### src/rtl/instruction_sequencer_if.sv
// Host/sequencer/vector-processor bundle for the instruction sequencer.
// The master side loads the program and pulses start. The slave side is the sequencer itself.
interface instruction_sequencer_if #(
    parameter int DEPTH = 16
);
    localparam int CW = $clog2(DEPTH) + 1;

    logic          wr_valid;
    logic [12:0]   wr_instr;
    logic          wr_ready;
    logic          start;
    logic [12:0]   instruction_set;
    logic          issue_valid;
    logic          busy;
    logic          done;
    logic          err_empty;
    logic [CW-1:0] count;

    modport master (
        output wr_valid, wr_instr, start,
        input  wr_ready, instruction_set, issue_valid, busy, done, err_empty, count
    );

    modport slave (
        input  wr_valid, wr_instr, start,
        output wr_ready, instruction_set, issue_valid, busy, done, err_empty, count
    );
endinterface

### src/rtl/instruction_sequencer.sv
// Buffers program words in a circular FIFO and issues them one at a time to the vector processor.
// Each word is held for a per-opcode number of cycles, and successive words follow with no gap.
module instruction_sequencer #(
    parameter int DEPTH    = 16,
    parameter int HOLD_MEM = 3,
    parameter int HOLD_ALU = 2
) (
    input  logic                   clk,
    input  logic                   reset_n,
    instruction_sequencer_if.slave bus
);
    localparam int AW   = (DEPTH > 1) ? $clog2(DEPTH) : 1;
    localparam int CW   = $clog2(DEPTH) + 1;
    localparam int HMAX = (HOLD_MEM > HOLD_ALU) ? HOLD_MEM : HOLD_ALU;
    localparam int HW   = (HMAX > 1) ? $clog2(HMAX) : 1;

    localparam logic [1:0] IDLE = 2'd0;
    localparam logic [1:0] HOLD = 2'd1;
    localparam logic [1:0] DONE = 2'd2;

    logic [12:0]   mem_q [DEPTH];
    logic [AW-1:0] wr_ptr_q, rd_ptr_q;
    logic [CW-1:0] count_q, count_d;
    logic [1:0]    state_q, state_d;
    logic [HW-1:0] hold_cnt_q, hold_cnt_d;
    logic [12:0]   instr_q, instr_d;
    logic          issue_q, issue_d;
    logic          done_q, done_d;
    logic          err_q, err_d;
    logic          busy_q;
    logic          push, pop;
    logic [12:0]   head;

    assign bus.wr_ready        = (count_q < CW'(DEPTH));
    assign bus.count           = count_q;
    assign bus.instruction_set = instr_q;
    assign bus.issue_valid     = issue_q;
    assign bus.done            = done_q;
    assign bus.err_empty       = err_q;
    assign bus.busy            = busy_q;

    assign push = bus.wr_valid && bus.wr_ready;
    assign head = mem_q[rd_ptr_q];

    // Storage has no reset; the pointers and count alone define which entries are valid.
    always_ff @(posedge clk) begin
        if (push) begin
            mem_q[wr_ptr_q] <= bus.wr_instr;
        end
    end

    always_comb begin
        state_d    = state_q;
        hold_cnt_d = hold_cnt_q;
        instr_d    = instr_q;
        issue_d    = 1'b0;
        done_d     = 1'b0;
        err_d      = 1'b0;
        pop        = 1'b0;
        case (state_q)
            IDLE: begin
                instr_d = '0;
                if (bus.start) begin
                    if (count_q != '0) pop = 1'b1;
                    else               err_d = 1'b1;
                end
            end
            HOLD: begin
                if (hold_cnt_q != '0) begin
                    hold_cnt_d = hold_cnt_q - 1'b1;
                end else if (count_q != '0) begin
                    pop = 1'b1;
                end else begin
                    state_d = DONE;
                    instr_d = '0;
                    done_d  = 1'b1;
                end
            end
            DONE: begin
                state_d = IDLE;
                instr_d = '0;
            end
            default: begin
                state_d = IDLE;
                instr_d = '0;
            end
        endcase
        // The issue cycle counts toward the hold time, so load one less than the hold length.
        if (pop) begin
            state_d    = HOLD;
            instr_d    = head;
            issue_d    = 1'b1;
            hold_cnt_d = head[12] ? HW'(HOLD_ALU - 1) : HW'(HOLD_MEM - 1);
        end
    end

    always_comb begin
        count_d = count_q;
        case ({push, pop})
            2'b10:   count_d = count_q + 1'b1;
            2'b01:   count_d = count_q - 1'b1;
            default: count_d = count_q;
        endcase
    end

    always_ff @(posedge clk or negedge reset_n) begin
        if (!reset_n) begin
            wr_ptr_q   <= '0;
            rd_ptr_q   <= '0;
            count_q    <= '0;
            state_q    <= IDLE;
            hold_cnt_q <= '0;
            instr_q    <= '0;
            issue_q    <= 1'b0;
            done_q     <= 1'b0;
            err_q      <= 1'b0;
            busy_q     <= 1'b0;
        end else begin
            if (push) wr_ptr_q <= wr_ptr_q + 1'b1;
            if (pop)  rd_ptr_q <= rd_ptr_q + 1'b1;
            count_q    <= count_d;
            state_q    <= state_d;
            hold_cnt_q <= hold_cnt_d;
            instr_q    <= instr_d;
            issue_q    <= issue_d;
            done_q     <= done_d;
            err_q      <= err_d;
            busy_q     <= (state_d != IDLE);
        end
    end
endmodule

### src/flat_wrapper.sv
// flat-port wrapper written by rule: the top's interface ports become plain ports
module instruction_sequencer_flat 
#(
    parameter int DEPTH    = 16,
    parameter int HOLD_MEM = 3,
    parameter int HOLD_ALU = 2
)
  (clk, reset_n, bus_wr_valid, bus_wr_instr, bus_start, bus_wr_ready, bus_instruction_set, bus_issue_valid, bus_busy, bus_done, bus_err_empty, bus_count);
  instruction_sequencer_if #(.DEPTH(DEPTH)) bus_i ();
  input  logic clk;
  input  logic reset_n;
  input wire logic [$bits(bus_i.wr_valid)-1:0] bus_wr_valid;
  input wire logic [$bits(bus_i.wr_instr)-1:0] bus_wr_instr;
  input wire logic [$bits(bus_i.start)-1:0] bus_start;
  output wire logic [$bits(bus_i.wr_ready)-1:0] bus_wr_ready;
  output wire logic [$bits(bus_i.instruction_set)-1:0] bus_instruction_set;
  output wire logic [$bits(bus_i.issue_valid)-1:0] bus_issue_valid;
  output wire logic [$bits(bus_i.busy)-1:0] bus_busy;
  output wire logic [$bits(bus_i.done)-1:0] bus_done;
  output wire logic [$bits(bus_i.err_empty)-1:0] bus_err_empty;
  output wire logic [$bits(bus_i.count)-1:0] bus_count;
  assign bus_i.wr_valid = bus_wr_valid;
  assign bus_i.wr_instr = bus_wr_instr;
  assign bus_i.start = bus_start;
  assign bus_wr_ready = bus_i.wr_ready;
  assign bus_instruction_set = bus_i.instruction_set;
  assign bus_issue_valid = bus_i.issue_valid;
  assign bus_busy = bus_i.busy;
  assign bus_done = bus_i.done;
  assign bus_err_empty = bus_i.err_empty;
  assign bus_count = bus_i.count;
  instruction_sequencer #(.DEPTH(DEPTH), .HOLD_MEM(HOLD_MEM), .HOLD_ALU(HOLD_ALU)) u_core (.clk(clk), .reset_n(reset_n), .bus(bus_i));
endmodule
### config.mk
export PLATFORM = sky130hd
export DESIGN_NAME = instruction_sequencer_flat
export DESIGN_NICKNAME = d
export VERILOG_FILES = /design/src/rtl/instruction_sequencer_if.sv /design/src/rtl/instruction_sequencer.sv /design/src/flat_wrapper.sv
export SDC_FILE = /design/constraint.sdc
export NUM_CORES = 1
export LEC_CHECK = 0
export BUFFER_PORTS_ARGS = -buffer_cell sky130_fd_sc_hd__buf_2
export CORE_ASPECT_RATIO = 0.5
export CORE_MARGIN = 3
export CORE_UTILIZATION = 50
export CTS_CLUSTER_DIAMETER = 50
export DETAILED_ROUTE_END_ITERATION = 16
export MAX_ROUTING_LAYER = met4
export PLACE_DENSITY_LB_ADDON = 0.05
export SYNTH_ARGS = -nofsm -noshare
export SYNTH_HDL_FRONTEND = slang
export SYNTH_SLANG_ARGS = --single-unit
export TNS_END_PERCENT = 5
### constraint.sdc
create_clock -name clk -period 4.9 [get_ports clk]
set_clock_uncertainty 0.15 [all_clocks]
set_input_delay 1.47 -clock clk [delete_from_list [all_inputs] [get_ports clk]]
set_output_delay 1.47 -clock clk [all_outputs]
set_load 0.05 [all_outputs]
Word level (Yosys, flattened, before mapping). Memories as Yosys holds them, arrays and structs flattened. Cells that the tools add are included.

Bits in writable memories: 208. Logic and storage cells: 57. Input bits: 17. Memories kept: 1. Flip-flop bits (word level): 34.

Magnitude comparators: 1. Equality and inequality tests: 5. Reduce and logical (&&, ||, !) cells: 10. Mux-type cells: 25. $add $sub $neg: 5.

Memories: u_core.mem_q (words 16, bits a word 13, rd ports 1, clocked after memory_dff 0, write ports 1, RTL line instruction_sequencer.sv:21) `logic [12:0] mem_q [DEPTH];`.

Operators by type and width (number): 2-to-1 mux 13 bit (4); 2-to-1 mux 2 bit (7); 2-to-1 mux 1 bit (11); case mux 5 bit (2 select lines) (1); nonzero test 2 bit (5); adder 4 x 1 -> 4 bit (second input constant) (2); != test 3 x 2 -> 1 bit (second input constant) (2); adder 5 x 1 -> 5 bit (second input constant) (1); < comparator 5 bit (second input constant) (1); nonzero test 5 bit (1); subtractor 5 x 1 -> 5 bit (second input constant) (1); == test 2 x 1 -> 1 bit (second input constant) (2); case mux 2 bit (2 select lines) (1); AND reduction 2 bit (2); == test 2 bit (second input constant) (1); zero test 2 bit (1); case mux 1 bit (2 select lines) (1); subtractor 2 x 1 -> 2 bit (second input constant) (1); logical AND 1 bit (1).

Longest topological paths before layout.
Depth in word-level cells: 6. Gate-level depth with buffers: 14. Depth with buffers taken out: 12.

Least setup slack after synthesis. Ideal clock, no wire load.

Path type: input to register. Start point: input bus_start. End point: register u_core.count_q[4] (netlist: u_core.bus.count[4]). Path buffers: 2. Data required time: 4.611 ns. Arrival: 3.500 ns. Cell stages on the path: 12. Slack: 1.111 ns. Setup time: 0.139 ns. Path through: mux2i_1 > nor3_2 > buf_2 > ha_1 > clkbuf_1 > xor2_1 > ha_1 > a21o_1 > nand2_1 > a21o_1 > a21oi_1 > xnor2_1.

Word-level cells in the longest chain between the ends: 4. Elaborated cells on any way between the ends: 6. Classes of those cells: 2 x eq/ne; 3 x mux; 1 x reduce/logical.

Ends and longest elaborated chain: start, declared (RTL line flat_wrapper.sv:14) `input wire logic [$bits(bus_i.start)-1:0] bus_start;`; 2-to-1 mux 1 bit (*) (RTL line instruction_sequencer.sv:63) `if (bus.start) begin`; case mux 1 bit (2 select lines) (*) (RTL line instruction_sequencer.sv:60) `case (state_q)`; == test 2 x 1 -> 1 bit or == test 2 bit (tied branches) (RTL line instruction_sequencer.sv:99) `case ({push, pop})`; case mux 5 bit (2 select lines) or nonzero test 2 bit (tied branches); end signal, assigned (RTL line instruction_sequencer.sv:121) `count_q <= count_d;`; end, declared (RTL line instruction_sequencer.sv:23) `logic [CW-1:0] count_q, count_d;`.

Every way passes the cells marked *; elsewhere a longest branch is shown, timed or not. A chain may end at the register's enable or synchronous reset.

Worst setup path in the final report. Ends and elaborated chain as after synthesis.

==> results.py <==
metrics = {
    "placement": {
        "gp_congestion": 0.783,
        "place_hpwl_um": 12700,
        "io_buffers": 39,
        "place_inst": 785,
    },
    "layout": {
        "area_delta_synth_final_pct": 14.0,
        "seq_area_mm2": 0.00710,
        "drive_gt1_share_pct": 28.1,
        "instances_no_fill": 825,
        "antenna_cells": 0,
        "utilization_pct": 58.6,
        "multi_input_area_mm2": 0.00230,
        "fin_nets": 576,
        "fill_cells": 1394,
    },
    "floorplanning": {
        "die_w_um": 201,
        "dieHeight_um": 104,
        "ioPinCount": 40,
        "coreArea_mm2": 0.0186,
        "initial_utilization_pct": 51.4,
        "rows": 35,
        "dieArea_mm2": 0.0209,
    },
    "route": {
        "vias": 4700,
        "vias_per_cell": 5.70,
        "ant_nets": 0,
        "drt-total-wl_um": 20300,
        "drcViolationCount": 0,
        "drtIter0Drc": 389,
        "dr.pass1.iters": 4,
        "routedWlPerCell_um": 24.6,
    },
    "sta": {
        "setup_violations": 0,
        "finalHoldViolCount": 0,
        "clock.fmax_ghz": 0.308,
        "hold_ws_ns": 0.335,
        "tightestPinTransition_ns": 0.902,
        "finalCriticalPeriod_ns": 3.25,
        "finalMaxSlewViolations": 0,
        "finalCritPeriodShare_pct": 66.2,
        "slew_headroom_pct": 39.9,
        "rsz0062_at_grt": "no",
        "finalSetupTns_ns": 0,
    },
    "clocking": {
        "cts_setup_buffers": 0,
        "holdBufCountCts": 0,
        "clockBufferDepth": 3,
        "h-tree-depth": 1,
        "clock-root-buffer": "clkbuf_16",
        "cts_resized": 0,
        "path_clk_slew_ns": 0.06,
        "numCtsBuffers": 22,
        "tritoncts": "yes",
        "insertion_delay_ns": 0.50,
        "cts.sinks": 242,
    },
    "pwr": {
        "power_leakage_nw": 3.78,
        "power_frac_comb_pct": 31.7,
        "swShare_pct": 33.9,
        "vdd_drop_max_uv": 257,
        "power_switching_mw": 2.25,
        "intPower_mw": 4.39,
        "p_per_area_mw_per_mm2": 610,
        "pwr-share-clk_pct": 25.9,
        "pwr-share-seq_pct": 42.4,
    },
    "status": {
        "outcome": "finished clean",
    },
    "worst_hold_path": {
        "worstHoldPathCells": 1,
        "hp-class": "reg -> reg",
    },
    "grt": {
        "grt_overflow": 0,
        "grt_usage_pct": 20.6,
        "first_global_vias": 4825,
        "grt_pass1_wl_um": 31300,
        "grt_max_degree": 45,
        "antenna_found_initial": 0,
    },
    "logic_synthesis": {
        "yosysWarnings": 0,
        "synthCells": 484,
        "yosysTopAreaCell": "edfxtp_1",
        "ys.flop_type": "edfxtp_1",
        "async_flop_share_pct": 14.0,
        "synthTopCellsByCount": "edfxtp_1, mux4_2, dfrtp_1",
        "syn_area_mm2": 0.00955,
        "ys_ff_latch": 242,
        "yosysUniqueCellTypes": 42,
        "synth-edff-count": 208,
        "yosys-top-cells-area": "edfxtp_1, mux4_2, dfrtp_1",
        "syn_nets": 510,
        "ys_seq_area_share_pct": 74.3,
        "yosysMostFrequentCell": "edfxtp_1",
        "syn_avg_cell_area_um2": 19.7,
        "synth_top_area_share_pct": 65.4,
    },
    "worst_setup_path": {
        "path_class": "in -> reg",
        "r2r_cells": 12,
        "endpoint_kind": "register",
        "crit_fanout": 21,
        "cp.arrival_ns": 3.48,
        "start_kind": "input port",
        "required_ns": 5.14,
    },
    "run": {
        "drv_cap": 0,
    },
}
cell families (layout without fill, tap and decap cells):
group	Yosys count	after routing	synth area share [%]
mux	69	69	14.1
buf+inv	34	116	1.83
compound gates	55	55	4.27
simple gates	63	63	3.26
fa+ha+maj	9	9	1.18
flops	242	242	74.3
xor+xnor	12	12	1.10
final timing paths:
path	start	to	slack, ns
setup / recovery	bus_start	u_core.bus.count[4]$_DFFE_PN0P_	1.65
hold / removal	u_core.bus.instruction_set[12]$_DFFE_PN0P_	u_core.bus.instruction_set[12]$_DFFE_PN0P_	0.33
setup reg to reg	u_core.bus.count[2]$_DFFE_PN0P_	u_core.bus.count[4]$_DFFE_PN0P_	1.95
hold reg to reg	u_core.bus.instruction_set[12]$_DFFE_PN0P_	u_core.bus.instruction_set[12]$_DFFE_PN0P_	0.33
max in group asynchronous	reset_n	u_core.rd_ptr_q[0]$_DFFE_PN0P_	3.12
min in group asynchronous	reset_n	u_core.bus.count[4]$_DFFE_PN0P_	0.90
placed cells by master (no fill, tap or decap), types with 3 or more instances in the layout:
| master | instances |
|---|---|
| mux2i_1 | 15 |
| a22o_1 | 12 |
| buf_4 | 29 |
| a21oi_1 | 15 |
| buf_2 | 39 |
| nor2b_1 | 14 |
| dfrtp_1 | 31 |
| nor3_2 | 5 |
| edfxtp_1 | 208 |
| nand2b_1 | 5 |
| clkbuf_16 | 23 |
| mux4_1 | 3 |
| xor2_1 | 4 |
| nand2_1 | 11 |
| clkinv_1 | 5 |
| mux4_2 | 48 |
| clkbuf_1 | 5 |
| nor2_1 | 22 |
| a21o_1 | 4 |
| inv_1 | 8 |
| a211oi_1 | 12 |
| ha_1 | 9 |
| xnor2_1 | 8 |
layer usage:
layer  part of all wire (%)  routed length (µm)  track usage (%)  vias up
met4                    1.3                 254             3.28        0
li1                       -                   -                -     2078
met5                      0                   0                -        -
met3                    5.7                1160             3.55       22
met2                     44                8980             29.3      117
met1                     49                9890             32.2     2483
sequential cells by signal, indices dropped and copies added, names as in the netlist:
| signal | count |
|---|---|
| u_core.mem_q | 208 |
| u_core.bus.instruction_set | 13 |
| u_core.bus.count | 5 |
| u_core.rd_ptr_q | 4 |
| u_core.wr_ptr_q | 4 |
| u_core.hold_cnt_q | 2 |
| u_core.state_q | 2 |
| u_core.bus.busy | 1 |
| u_core.bus.done | 1 |
| u_core.bus.err_empty | 1 |
| u_core.bus.issue_valid | 1 |
power groups by stage:
stage | Clock, mW | Combinational (mW) | Sequential, mW
finish | 1.72 | 2.10 | 2.82
global route | 1.85 | 2.27 | 2.87
CTS | 1.76 | 2.12 | 2.83
detailed placement | 0 | 2.12 | 2.87
global placement | 0 | 2.11 | 2.87
floorplan | 0 | 1.49 | 2.88
worst max-delay path, stage by stage:
cell and delay (ns):
buf_2 0.09, mux2i_1 0.09, nor3_2 0.11, buf_4 0.30, ha_1 0.41, xor2_1 0.18, ha_1 0.23, inv_1 0.06
o21ai_0 0.20, a21o_1 0.14, a21oi_1 0.06, xnor2_1 0.12
layout make-up:
type                       count  area share [%]
sequential                   242            65.2
multi-input combinational    208            21.1
clock buffer                  29            5.59
timing repair buffer          68            3.79
tap                          259            2.98
clock inverter                11           0.988
inverter                       8           0.276
stage by stage:
| step | cell area [µm²] | power (mW) | setup slack, ns |
|---|---|---|---|
| 2_1_floorplan | 9550 | 4.38 | 1.11 |
| 3_3_place_gp | 10200 | 4.97 | 1.20 |
| 3_5_place_dp | 10200 | 4.98 | 1.17 |
| 4_1_cts | 10900 | 6.70 | 1.69 |
| 5_1_grt | 10900 | 6.98 | 1.49 |
| 6_report | 10900 | 6.64 | 1.65 |
Power figures use the tool's default switching activity.
